`src/rtl/frame_sequencer.sv`:
```
// rtl/frame_sequencer.sv - animation frame scheduler (rate, range, playback mode, single-step) with MMIO control
// Optional FRAME_SEQ_REV_SYNC_EN: frame changes are held pending and committed on rev_pulse.
module frame_sequencer #(
  parameter int unsigned NUM_FRAMES  = 75,
  parameter int unsigned FRAME_SIZE  = 3328,
  parameter int unsigned DEFAULT_DIV = 6666667,
  parameter int unsigned OFFSET_W    = 18
) (
  input  logic                clk,
  input  logic                reset,
  input  logic                cfg_we,
  input  logic [2:0]          cfg_addr,
  input  logic [31:0]         cfg_wdata,
  output logic [31:0]         cfg_rdata,
  input  logic                rev_pulse,
  output logic [7:0]          frame_idx,
  output logic [OFFSET_W-1:0] frame_offset,
  output logic                frame_tick
);
  typedef enum logic [1:0] {MODE_LOOP, MODE_ONESHOT, MODE_PINGPONG, MODE_HOLD} mode_e;

  localparam logic [7:0] LAST        = 8'(NUM_FRAMES - 1);
  localparam logic [2:0] ADDR_CTRL   = 3'd0;
  localparam logic [2:0] ADDR_DIV    = 3'd1;
  localparam logic [2:0] ADDR_START  = 3'd2;
  localparam logic [2:0] ADDR_END    = 3'd3;
  localparam logic [2:0] ADDR_STEP   = 3'd4;
  localparam logic [2:0] ADDR_STATUS = 3'd5;

  logic                run_q, run_d;
  mode_e               mode_q, mode_d;
  logic [31:0]         div_q, div_d, timer_q, timer_d;
  logic [7:0]          start_q, start_d, end_q, end_d, idx_q, idx_d;
  logic                dir_q, dir_d, done_q, done_d, step_q, step_d, tick_q, tick_d;
  logic [OFFSET_W-1:0] off_q, off_d;

  logic                adv, do_adv;
  logic [7:0]          base, nxt;
  logic [OFFSET_W-1:0] nxt_off;

`ifdef FRAME_SEQ_REV_SYNC_EN
  logic                pend_vld_q, pend_vld_d;
  logic [7:0]          pend_idx_q, pend_idx_d;
  logic [OFFSET_W-1:0] pend_off_q, pend_off_d;
`else
  logic                unused_rev_pulse;
  assign unused_rev_pulse = rev_pulse;
`endif

  function automatic logic [7:0] clamp_idx(input logic [7:0] v);
    return (v > LAST) ? LAST : v;
  endfunction

  always_comb begin
    run_d   = run_q;
    mode_d  = mode_q;
    div_d   = div_q;
    start_d = start_q;
    end_d   = end_q;
    done_d  = done_q;
    timer_d = timer_q;
    step_d  = 1'b0;
    adv     = step_q;
    if (cfg_we) begin
      case (cfg_addr)
        ADDR_CTRL: begin
          run_d  = cfg_wdata[0];
          mode_d = mode_e'(cfg_wdata[2:1]);
        end
        ADDR_DIV:    div_d   = cfg_wdata;
        ADDR_START:  start_d = clamp_idx(cfg_wdata[7:0]);
        ADDR_END:    end_d   = clamp_idx(cfg_wdata[7:0]);
        ADDR_STEP:   step_d  = ~run_q;
        ADDR_STATUS: if (cfg_wdata[8]) done_d = 1'b0;
        default: ;
      endcase
    end

    // Timer sees the freshly written RUN so a CTRL write wins over a same-cycle terminal count
    if (cfg_we && cfg_addr == ADDR_DIV) begin
      timer_d = '0;
    end else if (run_d && div_q != 32'd0) begin
      if (timer_q >= div_q - 32'd1) begin
        timer_d = '0;
        adv     = 1'b1;
      end else begin
        timer_d = timer_q + 32'd1;
      end
    end

`ifdef FRAME_SEQ_REV_SYNC_EN
    base = pend_vld_q ? pend_idx_q : idx_q;
`else
    base = idx_q;
`endif
    do_adv = adv && (mode_d != MODE_HOLD);
    nxt    = base;
    dir_d  = dir_q;
    if (do_adv) begin
      if (start_q > end_q || base < start_q || base > end_q) begin
        nxt   = start_q;
        dir_d = 1'b0;
      end else begin
        case (mode_d)
          MODE_LOOP: nxt = (base >= end_q) ? start_q : base + 8'd1;
          MODE_ONESHOT: begin
            if (base >= end_q) begin
              done_d = 1'b1;
              if (!step_q) run_d = 1'b0;
            end else begin
              nxt = base + 8'd1;
            end
          end
          MODE_PINGPONG: begin
            if (start_q != end_q) begin
              if (!dir_q) begin
                if (base >= end_q) begin
                  dir_d = 1'b1;
                  nxt   = base - 8'd1;
                end else begin
                  nxt = base + 8'd1;
                end
              end else if (base <= start_q) begin
                dir_d = 1'b0;
                nxt   = base + 8'd1;
              end else begin
                nxt = base - 8'd1;
              end
            end
          end
          default: ;
        endcase
      end
    end
    // Constant-coefficient product feeds the register, never the output path
    nxt_off = OFFSET_W'(32'(nxt) * FRAME_SIZE);

    idx_d  = idx_q;
    off_d  = off_q;
    tick_d = 1'b0;
`ifdef FRAME_SEQ_REV_SYNC_EN
    pend_vld_d = pend_vld_q;
    pend_idx_d = pend_idx_q;
    pend_off_d = pend_off_q;
    if (do_adv) begin
      pend_vld_d = 1'b1;
      pend_idx_d = nxt;
      pend_off_d = nxt_off;
    end
    if (rev_pulse && pend_vld_d) begin
      idx_d      = pend_idx_d;
      off_d      = pend_off_d;
      tick_d     = (pend_idx_d != idx_q);
      pend_vld_d = 1'b0;
    end
`else
    if (do_adv) begin
      idx_d  = nxt;
      off_d  = nxt_off;
      tick_d = (nxt != idx_q);
    end
`endif
  end

  always_ff @(posedge clk or negedge reset) begin
    if (!reset) begin
      run_q   <= 1'b1;
      mode_q  <= MODE_LOOP;
      div_q   <= DEFAULT_DIV;
      start_q <= '0;
      end_q   <= LAST;
      dir_q   <= 1'b0;
      done_q  <= 1'b0;
      step_q  <= 1'b0;
      timer_q <= '0;
      idx_q   <= '0;
      off_q   <= '0;
      tick_q  <= 1'b0;
    end else begin
      run_q   <= run_d;
      mode_q  <= mode_d;
      div_q   <= div_d;
      start_q <= start_d;
      end_q   <= end_d;
      dir_q   <= dir_d;
      done_q  <= done_d;
      step_q  <= step_d;
      timer_q <= timer_d;
      idx_q   <= idx_d;
      off_q   <= off_d;
      tick_q  <= tick_d;
    end
  end

`ifdef FRAME_SEQ_REV_SYNC_EN
  always_ff @(posedge clk or negedge reset) begin
    if (!reset) begin
      pend_vld_q <= 1'b0;
      pend_idx_q <= '0;
      pend_off_q <= '0;
    end else begin
      pend_vld_q <= pend_vld_d;
      pend_idx_q <= pend_idx_d;
      pend_off_q <= pend_off_d;
    end
  end
`endif

  always_comb begin
    cfg_rdata = '0;
    case (cfg_addr)
      ADDR_CTRL:   cfg_rdata = {29'd0, mode_q, run_q};
      ADDR_DIV:    cfg_rdata = div_q;
      ADDR_START:  cfg_rdata = {24'd0, start_q};
      ADDR_END:    cfg_rdata = {24'd0, end_q};
      ADDR_STATUS: cfg_rdata = {22'd0, dir_q, done_q, idx_q};
      default:     cfg_rdata = '0;
    endcase
  end

  assign frame_idx    = idx_q;
  assign frame_offset = off_q;
  assign frame_tick   = tick_q;

endmodule

```
`config.mk`:
```
export PLATFORM = sky130hd
export DESIGN_NAME = frame_sequencer
export DESIGN_NICKNAME = d
export VERILOG_FILES = /design/src/rtl/frame_sequencer.sv
export SDC_FILE = /design/constraint.sdc
export NUM_CORES = 1
export LEC_CHECK = 0
export CAP_MARGIN = 20
export CORE_MARGIN = 8
export CORE_UTILIZATION = 58
export DETAILED_ROUTE_END_ITERATION = 12
export PLACE_DENSITY = 0.79
export SETUP_SLACK_MARGIN = 0.15
export SYNTH_ARGS = -nofsm -noshare
export SYNTH_HDL_FRONTEND = slang
export SYNTH_SLANG_ARGS = --single-unit
```
`constraint.sdc`:
```
create_clock -name clk -period 7.92 [get_ports clk]
set_clock_uncertainty 0.1 [all_clocks]
set_input_delay 1.188 -clock clk [delete_from_list [all_inputs] [get_ports clk]]
set_output_delay 1.188 -clock clk [all_outputs]
set_load 0.005 [all_outputs]
```
==> impl_metrics.ini, run 1 <==
[pwr]
ir_worst_vdd_mv = 0.204
combPwrFrac_pct = 51.3
powerDensity_mw_per_mm2 = 266
p_sw_mw = 1.14
sequentialPowerShare_pct = 31.7
total_leakage_power_nw = 4.29
intPower_mw = 1.44
power.share.clock_pct = 17.0
swShare_pct = 44.1

[timing]
tightest_slew_ns = 1.08
slew_headroom_pct = 28.1
timing.final.crit_share_pct = 92.4
finalHoldViolations = 0
rsz0062_at_grt = false
clock.fmax_mhz = 137
setup_tns_ns = 0
drv_slew = 0
setup_viol = 0
min_period_ns = 7.32

[routing]
ant_nets = 0
dr.pass1.iters = 5
wl_per_cell_um = 19.8
viasPerCell = 6.31
vias = 7603
drtIter0Drc = 608
drt_wl_total_mm = 23.8
route.detailed.drc = 0

[floorplan]
initial_utilization_pct = 58.5
die_w_um = 136
rows = 44
pin_count = 98
core_mm2 = 0.0144
dieArea_mm2 = 0.0186
die_h_um = 136

[critical_path]
cp_common_cell = a21o_1
critPathTopFamily = simple AND/OR/NAND/NOR gates
cp.required_ns = 8.06
slowest_stage = or4_4
critical_path_class = reg -> reg
start_kind = flip-flop
crit_fanout = 11
path_buf_inv = 1
cp-end-kind = flip-flop
max_stage_delay_ns = 0.58
crit_arrival_ns = 7.46

[clocking]
clock_latency_ns = 0.36
clockRootBuffer = clkbuf_16
clk_path_buf_depth = 2
clock_sinks = 103
cts_resized = 0
cts_hold_buf = 0
h-tree-depth = 3
cts_tree = done
postCtsSetupBuffers = 0
numCtsBuffers = 9
path_clk_slew_ns = 0.07

[global_routing]
grt-ovfl-total = 0
grt_pass1_wl_mm = 38.7
grt_max_degree = 76
grtUsageTotal_pct = 26.2
grt_pass1_vias = 7343
antenna_found_initial = 0

[outcome]
status = finished clean

[final_layout]
antenna_cells = 0
final_cell_area_mm2 = 0.00969
area_growth_pct = 15.3
final_cell_mix = 87 x clkdlybuf4s50_1, 85 x dfrtp_1, 80 x nand2_1
drive_gt1_share_pct = 10.9
final_nets = 1136
final_common_cell = clkdlybuf4s50_1

[synth]
syn-cell-area_mm2 = 0.00841
yosys_warnings = 0
netlist_instances = 943
synth_cell_types = 80
ys_seq_elements = 103
synth_edf_count = 0
async_flop_share_pct = 100
syn_area_per_cell_um2 = 8.92
synth_flop_cell = dfrtp_1
synth-seq-area-share_pct = 30.9

[worst_hold_path]
hold_path.class = reg -> reg

[place]
place_congestion = 0.936
dp_hpwl_mm = 17.7
placed_area_mm2 = 0.00938
portBuffers = 88

[job]
maxCapViolCount = 0
## per-layer routing
layer	global-route usage, %	part of all wire [%]	vias to the layer above
met5	0	0	-
li1	-	-	3602
met1	35.3	44	3633
met2	40.3	44	329
met4	6.96	1.8	0
met3	7.46	9.3	39
## worst min-delay path: cells and delay by family (launching register included)
| kind | cells | cell delay, ns |
|---|---|---|
| flip-flops | 1 | 0.35 |
| AO/OA/AOI/OAI | 1 | 0.06 |
| AND/OR/NAND/NOR | 1 | 0.05 |
## synth_stat cells, drive strengths merged, types with 4 or more instances
| master | n | area share (%) |
|---|---|---|
| nand3 | 26 | 1.6 |
| a22o | 10 | 1.0 |
| fa | 5 | 1.2 |
| or4 | 7 | 0.71 |
| a31oi | 6 | 0.45 |
| nor3b | 5 | 0.45 |
| ha | 76 | 11 |
| nor2 | 40 | 1.9 |
| nor3 | 25 | 1.5 |
| dfstp | 18 | 5.6 |
| nand2b | 5 | 0.46 |
| o31ai | 4 | 0.36 |
| mux2i | 14 | 1.7 |
| a21o | 34 | 3.1 |
| dfrtp | 85 | 25 |
| nor2b | 12 | 0.92 |
| or2 | 5 | 0.37 |
| nor4 | 17 | 1.3 |
| xor2 | 15 | 1.6 |
| o21ai | 80 | 4.9 |
| a21oi | 55 | 3.3 |
| o211ai | 4 | 0.42 |
| inv | 55 | 2.5 |
| a221oi | 10 | 1.2 |
| buf | 23 | 1.9 |
| mux2 | 41 | 5.5 |
| nand2 | 80 | 3.6 |
| o22ai | 5 | 0.37 |
| xnor2 | 27 | 2.8 |
| and3 | 35 | 2.6 |
| o21a | 7 | 0.62 |
| nand4 | 20 | 1.5 |
| clkbuf | 24 | 1.1 |
| or3 | 16 | 1.2 |
## power by group through the flow
stage / sequential (mW) / clock, mW / combinational, mW
final: 0.819 / 0.438 / 1.32
after global placement: 0.821 / 0 / 1.28
after floorplan: 0.743 / 0 / 0.943
after global routing: 0.835 / 0.464 / 1.47
after detailed placement: 0.823 / 0 / 1.31
after CTS: 0.815 / 0.449 / 1.31
## per-stage QoR
stage          std cells  worst slack [ns]  hold WS (ns)  util, %  power [mW]
6_report            1205             0.600         0.387     67.5        2.58
2_1_floorplan        950              1.20         0.366        -        1.69
4_1_cts             1202             0.569         0.398     67.2        2.58
5_1_grt             1205             0.178         0.414     67.5        2.77
3_3_place_gp        1186             0.709         0.375     65.2        2.10
3_5_place_dp        1186             0.602         0.380     65.2        2.13
## flip-flops by register name (all words and copies together), names as in the netlist
signal        count
end_q             8
frame_idx         8
timer_q          32
mode_q            2
start_q           8
done_q            1
frame_tick        1
frame_offset      8
step_q            1
div_q            32
run_q             1
dir_q             1
## final cells by class
class | instances | area [um^2]
multi-input cells | 745 | 5380
clock inverters | 6 | 52.6
fillers | 1170 | 4680
flip-flops and latches | 103 | 2600
well taps | 184 | 230
clock buffers | 10 | 229
inverters | 55 | 206
repair buffers | 102 | 996
## cell families (layout without fill, tap and decap cells)
family / Yosys count / in the layout / synth area share [%]
adder cells (fa/ha/maj): 81 / 81 / 12.5
buffers and inverters: 102 / 173 / 5.48
multiplexers: 55 / 55 / 7.20
AO/OA/AOI/OAI: 253 / 253 / 19.8
other: 1 / 8 / 0.0446
flip-flops: 103 / 103 / 30.9
XOR/XNOR: 43 / 43 / 4.64
AND/OR/NAND/NOR: 305 / 305 / 19.4
## worst paths after layout
kind | startpoint | to | slack (ns) | depth (start not counted)
max in group asynchronous | reset | frame_idx[5]$_DFFE_PN0N_ | 5.76 | 2
worst max-delay path | div_q[4]$_DFFE_PN0P_ | frame_offset[17]$_DFFE_PN0N_ | 0.60 | 28
worst max register to register | div_q[4]$_DFFE_PN0P_ | frame_offset[17]$_DFFE_PN0N_ | 0.60 | 28
min in group asynchronous | reset | div_q[23]$_DFFE_PN0P_ | 0.64 | 1
worst min register to register | frame_offset[16]$_DFFE_PN0N_ | frame_offset[16]$_DFFE_PN0N_ | 0.39 | 2
worst min-delay path | frame_offset[16]$_DFFE_PN0N_ | frame_offset[16]$_DFFE_PN0N_ | 0.39 | 2
Power figures use the tool's default switching activity.
==> run 2, diff against run 1 <==
--- a/config.mk
+++ b/config.mk
@@ -5,9 +5,10 @@
 export SDC_FILE = /design/constraint.sdc
 export NUM_CORES = 1
 export LEC_CHECK = 0
-export CAP_MARGIN = 20
+export CAP_MARGIN = 10
 export CORE_MARGIN = 8
 export CORE_UTILIZATION = 58
+export CTS_CLUSTER_DIAMETER = 40
 export DETAILED_ROUTE_END_ITERATION = 12
 export PLACE_DENSITY = 0.79
 export SETUP_SLACK_MARGIN = 0.15
==> results of run 2 <==
The final DEF is identical to that of run 1; final timing and power are the same.
==> run 3, diff against run 2 <==
--- a/config.mk
+++ b/config.mk
@@ -7,10 +7,10 @@
 export LEC_CHECK = 0
 export CAP_MARGIN = 10
 export CORE_MARGIN = 8
-export CORE_UTILIZATION = 58
+export CORE_UTILIZATION = 52
 export CTS_CLUSTER_DIAMETER = 40
 export DETAILED_ROUTE_END_ITERATION = 12
-export PLACE_DENSITY = 0.79
+export PLACE_DENSITY = 0.75
 export SETUP_SLACK_MARGIN = 0.15
 export SYNTH_ARGS = -nofsm -noshare
 export SYNTH_HDL_FRONTEND = slang
==> constraint.sdc (replaced) <==
create_clock -name clk -period 6.1 [get_ports clk]
set_clock_uncertainty 0.1 [all_clocks]
set_input_delay 0.915 -clock clk [delete_from_list [all_inputs] [get_ports clk]]
set_output_delay 0.915 -clock clk [all_outputs]
set_load 0.005 [all_outputs]
==> impl_metrics.ini, run 3 (synthesis results as in run 1) <==
[outcome]
status = complete, but fails checks
violations = max-capacitance violations, negative setup slack

[final_layout]
fill_cells = 1185
area_growth_pct = 32.4
fin_util_pct = 70.3
antenna_cells = 0
multi_input_area_mm2 = 0.00576
finalNonFillerCells = 1357
drive_gt1_share_pct = 24.5
final_common_cell = buf_4
reg_top3 = div_q (32), timer_q (32)
seqCellArea_mm2 = 0.00260
final_cell_mix = 108 x buf_4, 87 x clkdlybuf4s50_1, 85 x dfrtp_1
final_nets = 1256

[pwr]
powerDensity_mw_per_mm2 = 356
ir_worst_vdd_mv = 0.257
total_power_mw = 3.96
total_leakage_power_nw = 5.00

[clocking]
clock_latency_ns = 0.35
cts_hold_buf = 0
numCtsBuffers = 9
h-tree-depth = 3
cts_tree = done
clock_sinks = 103
path_clk_slew_ns = 0.07
clk_path_buf_depth = 2
clockRootBuffer = clkbuf_16

[global_routing]
grtUsageTotal_pct = 26.1
antenna_found_initial = 0
busiest_layer = met2
use_met1_pct = 34.9
grt_max_degree = 68
grt_pass1_vias = 7903
use_met3_pct = 5.28
grt_pass1_wl_mm = 42.3
globalRouteMet2Util_pct = 41.3
grt-ovfl-total = 0

[routing]
vias = 8368
drt_wl_total_mm = 28.2
viasPerCell = 6.17
drtIter0Drc = 894
wl_per_cell_um = 20.8
ant_nets = 0
dr.pass1.iters = 5
route.detailed.drc = 0

[timing]
timing.final.crit_share_pct = 108
setup_viol = 3
worst_slack_ns = -0.477
rsz0062_at_grt = true
tightest_slew_ns = 1.47
clock.fmax_mhz = 152
drv_slew = 0
min_period_ns = 6.58
finalHoldViolations = 0
slew_headroom_pct = 0.681

[critical_path]
cp_common_cell = or4_4
cp-end-kind = flip-flop
start_kind = flip-flop
path_buf_inv = 3
critical_path_class = reg -> reg
critPathTopFamily = simple AND/OR/NAND/NOR gates
cp.required_ns = 6.24
slowest_stage = fa_2
cp-endpoint = frame_offset[17]$_DFFE_PN0N_
crit_cells = 27
rr_endpoint = frame_offset[17]$_DFFE_PN0N_
worst-r2r-cell-count = 27
rrSetupSlack_ns = -0.48
r2r_start = div_q[4]$_DFFE_PN0P_
startpoint = div_q[4]$_DFFE_PN0P_
max_stage_delay_ns = 0.54
crit_fanout = 7
crit_arrival_ns = 6.71

[worst_hold_path]
hold_path.class = reg -> reg
hold_depth = 2

[place]
dp_hpwl_mm = 19.6
post-place-cells = 1308
portBuffers = 88
place_congestion = 0.985

[floorplan]
rows = 46
dieArea_mm2 = 0.0205
pin_count = 98
initial_utilization_pct = 53.1
die_h_um = 143
core_mm2 = 0.0158
die_w_um = 143

[job]
maxCapViolCount = 1
[run 3: cell count changes in the layout (fill, tap and decap cells not counted), moves of 4 or more]
cell,previous run,this run
buf_6,0,17
a21oi_2,1,10
nand2_1,80,75
o21ai_1,3,13
nor3_1,24,20
ha_1,76,71
a21oi_1,54,45
o21ai_0,76,62
nand2_2,0,4
buf_4,14,108
nand2_4,0,4
ha_4,0,4
[run 3: worst min-delay path by stage]
stage,from,end,slack (ns)
final,frame_offset[12]$_DFFE_PN0N_,frame_offset[12]$_DFFE_PN0N_,0.39
after global routing,end_q[3]$_DFFE_PN1P_,end_q[3]$_DFFE_PN1P_,0.42
after CTS,frame_offset[12]$_DFFE_PN0N_,frame_offset[12]$_DFFE_PN0N_,0.40
after detailed placement,frame_offset[13]$_DFFE_PN0N_,frame_offset[13]$_DFFE_PN0N_,0.38
after global placement,frame_offset[15]$_DFFE_PN0N_,frame_offset[15]$_DFFE_PN0N_,0.37
after floorplan,done_q$_DFF_PN0_,done_q$_DFF_PN0_,0.37
[run 3: timing repair]
action / in CTS / in global routing
buffers inserted: 16 / 12
pin swaps: 14 / 42
endpoints found under the setup margin: 4 / 38
gates cloned: 0 / 5
gates resized for setup: 26 / 61
[run 3: metal layers]
layer / routed length, um / up-vias
li1: - / 3843
met1: 11900 / 3984
met2: 12900 / 474
met3: 2680 / 67
met4: 684 / 0
met5: 0 / -
[run 3: power by group]
part	total [mW]	internal, mW	switching, mW
Clock	0.643	0.374	0.270
Sequential	0.977	0.827	0.149
Combinational	2.34	1.09	1.25
Total	3.96	2.29	1.67
[run 3: worst min-delay path, cell delays in order, from the launching register on]
cell,delay [ns]
dfrtp_1,0.35
nand2_1,0.05
o21ai_0,0.06
[run 3: per-stage QoR]
stage / hold WS (ns) / setup TNS [ns] / setup slack, ns / cell area (um^2)
finish: 0.393 / -1.12 / -0.477 / 11100
global route: 0.420 / -2.03 / -0.734 / 11100
CTS: 0.399 / -0.744 / -0.396 / 10700
detailed placement: 0.377 / -0.950 / -0.509 / 10200
global placement: 0.372 / -0.636 / -0.395 / 10200
floorplan: 0.366 / -0.320 / -0.307 / 8510
[run 3: cell type report]
class	instances	area share, %
clock inverter	4	0.686
tap	216	2.43
multi-input combinational	750	51.8
sequential	103	23.4
clock buffer	12	2.21
inverter	55	1.85
timing repair buffer	217	17.7
